==> src/rtl/pc_pkg.sv <==
// Shared types and defaults for the fetch-stage program-counter unit.
// Next-PC source select plus default sequential step and branch-offset scaling.
package pc_pkg;

  typedef enum logic [1:0] {
    NPC_SEQ    = 2'd0,
    NPC_BRANCH = 2'd1,
    NPC_JUMP   = 2'd2,
    NPC_RET    = 2'd3
  } npc_sel_e;

  localparam int unsigned PC_DEF_STEP      = 4;
  localparam int unsigned PC_DEF_OFF_SHIFT = 2;

endpackage

==> src/rtl/pc_ras.sv <==
// Circular return-address stack: push/pop at a wrapping pointer, count saturates at DEPTH.
// A push when full overwrites the oldest entry; caller never asserts push and pop together.
module pc_ras #(
  parameter int unsigned WIDTH = 32,
  parameter int unsigned DEPTH = 4
) (
  input  logic             clk,
  input  logic             rst_n,
  input  logic             push_i,
  input  logic             pop_i,
  input  logic [WIDTH-1:0] push_dat_i,
  output logic [WIDTH-1:0] top_dat_o,
  output logic             empty_o,
  output logic             full_o
);

  localparam int unsigned PW = $clog2(DEPTH);
  localparam int unsigned CW = PW + 1;

  logic [WIDTH-1:0] mem_q [DEPTH];
  logic [PW-1:0]    ptr_q, ptr_d;
  logic [CW-1:0]    cnt_q, cnt_d;
  logic [PW-1:0]    top_idx;

  // ptr_q always points at the next free slot; the top lives one below it.
  assign top_idx   = ptr_q - PW'(1);
  assign top_dat_o = mem_q[top_idx];
  assign empty_o   = (cnt_q == '0);
  assign full_o    = (cnt_q == CW'(DEPTH));

  always_comb begin
    ptr_d = ptr_q;
    cnt_d = cnt_q;
    if (push_i) begin
      ptr_d = ptr_q + PW'(1);
      if (!full_o) cnt_d = cnt_q + CW'(1);
    end else if (pop_i && !empty_o) begin
      ptr_d = top_idx;
      cnt_d = cnt_q - CW'(1);
    end
  end

  always_ff @(posedge clk or negedge rst_n) begin
    if (!rst_n) begin
      ptr_q <= '0;
      cnt_q <= '0;
    end else begin
      ptr_q <= ptr_d;
      cnt_q <= cnt_d;
    end
  end

  // Entry contents are meaningless while count is zero, so no reset here.
  always_ff @(posedge clk) begin
    if (push_i) mem_q[ptr_q] <= push_dat_i;
  end

endmodule

==> src/rtl/pc_seq_unit.sv <==
// Fetch-stage PC: sequential / branch / jump / call / return with stall on en=0.
// Return-address stack only present when PC_RAS_EN is defined; otherwise call=jump, ret=sequential.
module pc_seq_unit
  import pc_pkg::*;
#(
  parameter int unsigned       WIDTH     = 32,
  parameter int unsigned       STEP      = PC_DEF_STEP,
  parameter int unsigned       OFF_SHIFT = PC_DEF_OFF_SHIFT,
  parameter logic [WIDTH-1:0]  RESET_VEC = '0,
  parameter int unsigned       RAS_DEPTH = 4
) (
  input  logic             clk,
  input  logic             rst_n,
  input  logic             en,
  input  logic             branch,
  input  logic             aluzero,
  input  logic [WIDTH-1:0] branch_off,
  input  logic             jump,
  input  logic [WIDTH-1:0] jump_target,
  input  logic             call,
  input  logic             ret,
  output logic [WIDTH-1:0] pc_out,
  output logic [WIDTH-1:0] pc_plus,
  output logic             ras_empty,
  output logic             ras_full,
  output logic             ras_err
);

  logic [WIDTH-1:0] pc_q, pc_d;
  logic             ras_err_q, ras_err_d;
  logic [WIDTH-1:0] ras_top;
  npc_sel_e         sel;

  assign pc_out  = pc_q;
  assign pc_plus = pc_q + WIDTH'(STEP);
  assign ras_err = ras_err_q;

`ifdef PC_RAS_EN
  logic ras_push, ras_pop;

  // A simultaneous call is dropped when ret is present: ret owns the stack this cycle.
  assign ras_push  = en && call && !ret;
  assign ras_pop   = en && ret && !ras_empty;
  assign ras_err_d = en && ret && (ras_empty || call);

  pc_ras #(
    .WIDTH (WIDTH),
    .DEPTH (RAS_DEPTH)
  ) u_ras (
    .clk        (clk),
    .rst_n      (rst_n),
    .push_i     (ras_push),
    .pop_i      (ras_pop),
    .push_dat_i (pc_plus),
    .top_dat_o  (ras_top),
    .empty_o    (ras_empty),
    .full_o     (ras_full)
  );
`else
  assign ras_top   = '0;
  assign ras_empty = 1'b1;
  assign ras_full  = 1'b0;
  assign ras_err_d = 1'b0;
`endif

  // ret keeps top priority even when it degrades to sequential on an empty stack.
  always_comb begin
    sel = NPC_SEQ;
    if (ret) begin
      if (!ras_empty) sel = NPC_RET;
    end else if (jump || call) begin
      sel = NPC_JUMP;
    end else if (branch && aluzero) begin
      sel = NPC_BRANCH;
    end
  end

  always_comb begin
    pc_d = pc_plus;
    case (sel)
      NPC_BRANCH: pc_d = pc_plus + (branch_off << OFF_SHIFT);
      NPC_JUMP:   pc_d = jump_target;
      NPC_RET:    pc_d = ras_top;
      default:    pc_d = pc_plus;
    endcase
  end

  always_ff @(posedge clk or negedge rst_n) begin
    if (!rst_n) begin
      pc_q      <= RESET_VEC;
      ras_err_q <= 1'b0;
    end else begin
      if (en) pc_q <= pc_d;
      ras_err_q <= ras_err_d;
    end
  end

endmodule

==> config.mk <==
export PLATFORM = sky130hd
export DESIGN_NAME = pc_seq_unit
export DESIGN_NICKNAME = d
export VERILOG_FILES = /design/src/rtl/pc_pkg.sv /design/src/rtl/pc_ras.sv /design/src/rtl/pc_seq_unit.sv
export SDC_FILE = /design/constraint.sdc
export NUM_CORES = 1
export LEC_CHECK = 0
export CORE_MARGIN = 2
export CORE_UTILIZATION = 36
export DETAILED_ROUTE_END_ITERATION = 6
export GPL_TIMING_DRIVEN = 0
export PLACE_DENSITY = 0.66
export SETUP_SLACK_MARGIN = 0.4
export SLEW_MARGIN = 5
export SYNTH_ARGS = -nofsm -noshare
export SYNTH_HDL_FRONTEND = slang
export SYNTH_SLANG_ARGS = --single-unit
==> constraint.sdc <==
create_clock -name clk -period 10.6 [get_ports clk]
set_input_delay 1.59 -clock clk [delete_from_list [all_inputs] [get_ports clk]]
set_output_delay 1.59 -clock clk [all_outputs]
set_load 0.005 [all_outputs]
Yosys cells after proc, flatten, opt, wreduce, memory -nomap -nowiden

Index checks and enable logic that the tools add are counted.

Equal/unequal tests: 3
$add $sub $neg: 2
Mux-type cells: 4
Reduce and logical (&&, ||, !) cells: 2

Operators with widths:

| cell                    | count |
|---|---|
| $pmux W32 S3            | 1 |
| $add A32 B3 Y32 const B | 1 |
| $add A32 B32 Y32        | 1 |
| $eq A2 B2 Y1 const B    | 2 |
| $mux W2                 | 2 |
| $eq A2 B1 Y1 const B    | 1 |
| $logic_and A1 B1 Y1     | 1 |
| $logic_or A1 B1 Y1      | 1 |
| $mux W1                 | 1 |

Output and inout bits: 67
Flip-flop bits (word level): 32
Bits of input ports: 72
Logic and storage cells: 12

Depth between registers and ports, before layout

Gate-level depths: netlist of the first run.

Depth after elaboration: 6
Depth in mapped cells: 16
Depth with buffers taken out: 15

Worst setup path before layout of the first run

OpenSTA, ideal clock, no wires.

Path kind: flip-flop to flip-flop
Start point: register pc_q[4] (netlist: pc_out[4])
End point: register pc_q[28] (netlist: pc_out[28])
Stages on the path, launching flop included: 17
Data arrival time: 3.536 ns
Setup slack: 6.924 ns
Clock period less this slack: 3.676 ns
Buffers on the path: 1
Setup time: 0.141 ns
Data required time: 10.459 ns
Cells stage by stage: dfrtp_1 -> buf_2 -> nand4_4 -> nor4_4 -> nand3_2 -> nor3_2 -> nand2_1 -> xnor2_1 -> ha_1 -> a21o_1 -> a21o_1 -> a21o_1 -> a221o_1 -> a21o_1 -> a41oi_1 -> xor2_1 -> a31oi_1

Longest elaborated chain between the ends: 3

RTL lines:

| what                   | line              | RTL |
|---|---|---|
| from (decl)            | pc_seq_unit.sv:29 | `logic [WIDTH-1:0] pc_q, pc_d;` |
| from (signal assigned) | pc_seq_unit.sv:93 | `if (en) pc_q <= pc_d;` |
| $add A32 B3 Y32        | pc_seq_unit.sv:35 | `assign pc_plus = pc_q + WIDTH'(STEP);` |
| via pc_plus[21]        | pc_seq_unit.sv:23 | `output logic [WIDTH-1:0] pc_plus,` |
| $add A32 B32 Y32       | pc_seq_unit.sv:81 | `NPC_BRANCH: pc_d = pc_plus + (branch_off << OFF_SHIFT);` |
| $pmux W32 S3           | pc_seq_unit.sv:80 | `case (sel)` |

The timed path passes the listed nets, and every way through them passes these cells.
A chain may end at the register's enable or synchronous reset.

Worst setup path after layout of the first run

Start point: register pc_q[4] (netlist: pc_out[4])
End point: output port pc_plus[23]

Longest elaborated chain between the ends: 1

RTL lines:

| what            | line |
|---|---|
| $add A32 B3 Y32 | pc_seq_unit.sv:35 |
| to (decl)       | pc_seq_unit.sv:23 |

No other way between the ends.

==> summary.md, run 1 <==
| Metric | Value |
|---|---|
| Post-cts resize count | `0` |
| Worst skew pair latency | `between 200 and 300 ps` |
| Cts bufs inserted | `5` |
| Synth top area share | `20.1%` |
| Final wirelength | `between 10,000 and 15,000 µm` |
| R2R setup slack | `just over 6000 ps` |
| Area Overhead vs Synth | `39.6%` |
| Max FO, Critical Path | `7` |
| Worst r2r path cells | `15` |
| Final core occ | `about 51%` |
| Max_cap viols | `0` |
| Final period demand of the worst path | `4760 ps` |
| Count of final hold-check violations | `0` |
| Drt drc | `0` |
| CP peak stage delay | `620 ps` |
| Pre-antenna DRT Iters | `5` |
| Slew margin rel. | `between 40% and 50%` |
| #FFs+latches synth | `32` |
| Critical R2R Launch | `pc_out[2]` |
| Final ANT Viol Nets | `0` |
| Count leader, synth | `nand2_1` |
| Cell Chain, Critical Path | `buf_2 > nand4_4 > nor4_4 > nand3_2 > nor3_2 > and2_1 > xor2_1 > clkdlybuf4s50_1` |
| Final period utilization | `44.9%` |
| CTS clock-pin slew for the worst setup and hold paths | `70 ps` |
| Yosys cell types | `69` |
| Async SR Flop Fraction | `100%` |
| CTS tree | `yes` |
| Worst Hold Launch | `pc_out[1]` |
| Cell leakage power | `around 2.3 nW` |
| Dpl hpwl | `approximately 12,000 µm` |
| Capturing point of the worst reg2reg path | `pc_out[29]` |
| Max Transition Viols Final | `0` |
| Die X | `between 100 and 150 µm` |
| IO buf count | `approximately 130` |
| Clk buf depth | `2` |
| P per Cell Area | `roughly 150 nW/µm²` |
| H-tree Lvls | `2` |
| Vias per cell | `roughly 5.8` |
| First-pass GRT wire length | `roughly 23,000 µm` |
| Maximum vdd ir drop | `around 72 µV` |
| Mapped cell area | `around 4000 µm²` |
| Worst setup path category | `register to output pin` |
| Final RePlAce weighted congestion | `roughly 0.9` |
| Global route overflow | `0` |
| Worst EP arrival | `between 3000 and 4000 ps` |
| Cell count after synthesis | `roughly 500` |
| # hold bufs at CTS | `0` |
| Initial core utilization | `36.8%` |
| Avg WL per Cell | `~19 µm` |
| Nets | `753` |
| GRT Total Usage | `between 20% and 30%` |
| RSZ-0062 raised after global routing | `no` |
| Post-synth EDFFs | `0` |
| Syn. warnings | `0` |
| Clock Sink Count | `32` |
| Worst endpoint required time | `between 9000 and 10,000 ps` |
| Die Y | `109 µm` |
| Status | `completed` |
| Area of the die | `12,000 µm²` |
| Worst Tran Pin Value | `between 800 and 900 ps` |
| Synth Flop Type | `dfrtp_1` |
| Antenna violations before repair | `0` |
| Setup crit start | `pc_out[4]` |
| N_diodes | `0` |
| Final setup fails | `0` |
| Vias | `~4,600` |
| Critical Path End | `pc_plus[23]` |
| Setup Buffers After CTS | `0` |
| Register area share after synthesis | `20.1%` |
| Max Fclk | `about 0.21 GHz` |
| Clock skew | `6.98 ps` |
| Area contributors post-synth | `dfrtp_1 (20%), ha_1 (11%), xnor2_1 (5.3%), nand2_1 (5.0%), xor2_1 (4.4%)` |
| Min-delay worst type | `register to register` |
| Num ports | `~140` |
| Fin Setup TNS | `0 ps` |
| Crit path capture type | `output pin` |
| Vias in the first global route | `about 4,300` |
| Total power | `around 850 µW` |
| Area leader, netlist | `dfrtp_1` |
| Initial drt markers | `approximately 310` |
| Site Rows | `38` |
| Proportion of layout cells with a drive suffix above 1 | `under 10%` |
| Slowest-stage cell, CP | `nor4_4` |
| Startpoint class of the critical path | `register` |
| Core ar. | `10,800 µm²` |
| Synth top cells by count | `nand2_1 (53), nor2_1 (42), ha_1 (34)` |
| Pin count of the biggest net entering global routing | `33` |
| Avg Inst Size Synth | `approximately 8 µm²` |
| CTS Root Cell | `clkbuf_8` |
| Max reg flops | `32` |
==> worst min-delay path by stage <==
stage	to	depth (start not counted)
3_5_place_dp	pc_out[19]	1
5_1_grt	pc_out[1]	1
2_1_floorplan	pc_out[19]	1
6_report	pc_out[1]	1
3_3_place_gp	pc_out[1]	1
4_1_cts	pc_out[1]	1
==> cell usage in the layout (no fill, tap or decap), types with 7 or more instances in the layout <==
cell type        synthesis  final
clkdlybuf4s50_1          0    132
nand2_1                 53     53
nor2_1                  42     42
ha_1                    34     34
dfrtp_1                 32     32
o21ai_0                 29     29
a21oi_1                 29     29
a31oi_1                 25     25
xnor2_1                 24     24
clkbuf_1                19     20
xor2_1                  20     20
a22oi_1                 17     17
a21o_1                  17     17
inv_1                   16     16
nand3_1                 15     15
nand4_1                 10     10
and3_1                  10     10
nor3_1                   8      8
a22o_1                   8      8
o21a_1                   7      7
==> worst max-delay path, delay by kind of cell, from the launching register on <==
family / cells / cell delay, ps
flip-flops: 1 / 380
buffers and inverters: 2 / 790
XOR/XNOR: 1 / 320
AND/OR/NAND/NOR: 5 / 1390
==> cells by family (layout without fill, tap and decap cells) <==
logic type,count (synthesis),in the layout,share of synthesized area [%]
AOI/OAI and AO/OA,172,172,29.5
xor gates and xnor gates,46,46,10.7
adders and majority gates,35,35,11.2
buffers and inverters,43,183,4.64
DFF,32,32,20.1
muxes,5,5,1.35
other,2,3,0.188
and+or+nand+nor,170,170,22.3
==> report_power, final <==
group	internal, mW	switching [mW]	total (mW)
combinational	0.281	0.278	0.558
sequential	0.149	0.0501	0.199
clock	0.0447	0.0477	0.0924
total	0.474	0.376	0.850
==> per-layer routing <==
metal,vias up,track usage [%],part of all wire (%)
met5,-,0,0
met4,0,6.87,2.4
met3,24,3.85,7.5
met2,207,39.4,46
met1,2176,34.3,44
li1,2149,-,-
==> per-stage QoR <==
| stage | instance area [µm²] | std cells | hold slack [ps] | setup slack, ps |
|---|---|---|---|---|
| floorplan | 4000 | 506 | 511 | 6920 |
| global placement | 5500 | 779 | 514 | 5730 |
| detailed placement | 5500 | 779 | 525 | 5690 |
| CTS | 5580 | 786 | 542 | 5810 |
| global route | 5580 | 786 | 557 | 5610 |
| finish | 5580 | 786 | 537 | 5840 |
==> final cells by class <==
| cell class | count | area, µm² |
|---|---|---|
| Tap cell | 140 | 175 |
| Multi-Input combinational cell | 431 | 3010 |
| Fill cell | 1087 | 5260 |
| Inverter | 16 | 60.1 |
| Timing Repair Buffer | 133 | 1330 |
| Clock buffer | 6 | 72.6 |
| Sequential cell | 32 | 801 |
| Clock inverter | 1 | 5.00 |
| Buffer | 27 | 125 |
(Power assumes the default switching activity.)
==> inputs of run 2 (changes only) <==
--- a/config.mk
+++ b/config.mk
@@ -9,7 +9,7 @@
 export CORE_UTILIZATION = 36
 export DETAILED_ROUTE_END_ITERATION = 6
 export GPL_TIMING_DRIVEN = 0
-export PLACE_DENSITY = 0.66
+export PLACE_DENSITY = 0.69
 export SETUP_SLACK_MARGIN = 0.4
 export SLEW_MARGIN = 5
 export SYNTH_ARGS = -nofsm -noshare
==> constraint.sdc (replaced) <==
create_clock -name clk -period 4.2 [get_ports clk]
set_input_delay 0.63 -clock clk [delete_from_list [all_inputs] [get_ports clk]]
set_output_delay 0.63 -clock clk [all_outputs]
set_load 0.005 [all_outputs]
==> summary.md, run 2 (synthesis results as in run 1) <==
| Metric | Value |
|---|---|
| Max reg flops | `32` |
| FF/Latch Area | `~810 µm²` |
| CTS clock-pin slew for the worst setup and hold paths | `roughly 80 ps` |
| Avg WL per Cell | `18.7 µm` |
| Clock Sink Count | `32` |
| Num ports | `139` |
| Final ANT Viol Nets | `0` |
| Maximum vdd ir drop | `about 210 µV` |
| Startpoint class of the critical path | `register` |
| CTS Root Cell | `clkbuf_8` |
| Dpl hpwl | `between 10,000 and 15,000 µm` |
| Proportion of layout cells with a drive suffix above 1 | `~18%` |
| Final WS setup | `about 500 ps` |
| GR Util met3 | `under 10%` |
| Drt drc | `0` |
| Vias | `between 4,000 and 5,000` |
| Pre-antenna DRT Iters | `5` |
| Vias per cell | `between 5 and 6` |
| Initial core utilization | `between 30 and 40%` |
| # hold bufs at CTS | `0` |
| Placed Cells | `slightly below 800` |
| Global route overflow | `0` |
| IO buf count | `approximately 130` |
| Final period demand of the worst path | `3700 ps` |
| Non-Filler Instances | `slightly above 800` |
| Site Rows | `38` |
| Most frequent cells in the layout | `clkdlybuf4s50_1 (132), nand2_1 (51), nor2_1 (38), buf_4 (36), ha_1 (28)` |
| Worst endpoint required time | `about 4400 ps` |
| Cts bufs inserted | `5` |
| GRT met1 Usage | `34.4%` |
| Antenna violations before repair | `0` |
| Worst EP arrival | `roughly 3900 ps` |
| Filler cells | `996` |
| Final setup fails | `0` |
| Worst skew pair latency | `300 ps` |
| Clock skew | `7.27 ps` |
| CP top delay family | `simple AND/OR/NAND/NOR gates` |
| Max FO, Critical Path | `7` |
| Worst path most repeated cell | `a21o_1` |
| Buf+Inv Stages, Crit Path | `2` |
| P per Cell Area | `approximately 380 nW/µm²` |
| N_diodes | `0` |
| First-pass GRT wire length | `approximately 23,000 µm` |
| Status | `completed` |
| Slew margin rel. | `around 45%` |
| CP peak stage delay | `440 ps` |
| Count of final hold-check violations | `0` |
| Die X | `~110 µm` |
| Max Transition Viols Final | `0` |
| Clk buf depth | `2` |
| Cell Chain, Critical Path | `ha_1 > buf_4 > inv_1 > nor4_4 > and4_4 > nand3_2 > xnor2_4 > ha_4 > a21o_1 > a21o_1 > a2111o_1 > nor3_4 > nor2_1 > xnor2_1 > o221ai_1` |
| Core ar. | `about 11,000 µm²` |
| Post-place setup slack | `-285 ps` |
| Fin Setup TNS | `0 ps` |
| Worst setup path category | `register to register` |
| Worst Tran Pin Value | `831 ps` |
| Max Fclk | `around 0.27 GHz` |
| Slowest-stage cell, CP | `a2111o_1` |
| Crit path capture type | `register` |
| Initial drt markers | `roughly 320` |
| Pin count of the biggest net entering global routing | `33` |
| RSZ-0062 raised after global routing | `yes` |
| Area of the die | `around 12,000 µm²` |
| Cell leakage power | `2.55 nW` |
| Final period utilization | `between 80% and 90%` |
| Max_cap viols | `0` |
| GR Util met2 | `41.0%` |
| Min-delay worst type | `primary input to async pin` |
| GRT Total Usage | `24.7%` |
| Vias in the first global route | `4,486` |
| Final wirelength | `around 15,000 µm` |
| Most Crowded Layer GR | `met2` |
| Commonest non-fill, non-tap cell in the layout | `clkdlybuf4s50_1` |
| CTS tree | `yes` |
| Final RePlAce weighted congestion | `0.959` |
| H-tree Lvls | `2` |
| Area Overhead vs Synth | `54.1%` |
| Die Y | `~110 µm` |
| Nets | `782` |
| Multi-input gate area | `3340 µm²` |
run 2: cell types whose count changed in the layout (fill, tap and decap cells not counted), sizes merged:
cell,before,now
clkbuf,25,24
clkinv,1,2
buf,9,39
run 2: layout make-up:
| class | count | area share [%] |
|---|---|---|
| inverter | 16 | 0.976 |
| multi-input combinational | 431 | 54.2 |
| clock buffer | 6 | 1.34 |
| timing repair buffer | 162 | 25.1 |
| tap | 140 | 2.85 |
| sequential | 32 | 13.2 |
| buffer | 27 | 2.24 |
| clock inverter | 2 | 0.163 |
run 2: per-stage QoR:
step	power (mW)	hold slack (ps)	util [%]	instance area, µm²
after floorplan	1.30	334	-	4000
after CTS	2.19	435	53.1	5750
after global routing	2.50	472	56.8	6160
after detailed placement	1.89	527	50.7	5500
final	2.34	431	56.8	6160
after global placement	1.86	512	50.8	5500
run 2: path summary, 6_finish.rpt:
check	startpoint	cells after the start	slack, ps	to
max in group asynchronous	rst_n	1	3190	pc_out[12]
worst max-delay path	pc_out[2]	15	500	pc_out[29]
min in group clk	pc_out[1]	1	540	pc_out[1]
worst max register to register	pc_out[2]	15	500	pc_out[29]
worst min-delay path	rst_n	1	430	pc_out[1]
worst min register to register	pc_out[1]	1	540	pc_out[1]
run 2: per-layer routing:
metal,up-vias,wire length [µm]
li1,2215,-
met1,2231,6570
met2,236,7310
met3,21,1220
met4,0,173
met5,-,0
run 2: repair_timing:
item,CTS,global route
buffers inserted,9,20
gates resized for setup,19,58
endpoints found under the setup margin,14,12
pin swaps,5,19
run 2: power breakdown:
part	internal [mW]	total (mW)	switching [mW]
clock network	0.131	0.269	0.138
registers	0.378	0.516	0.138
logic	0.807	1.56	0.752
run 2: worst register-to-register path, stage by stage, from the launching register on:
cell      delay, ps
dfrtp_2         410
ha_1            150
buf_4           150
inv_1            80
nor4_4          300
and4_4          310
nand3_2         130
xnor2_4         260
ha_4            260
a21o_1          170
a21o_1          200
a2111o_1        440
nor3_4          170
nor2_1           80
xnor2_1         290
o221ai_1        180
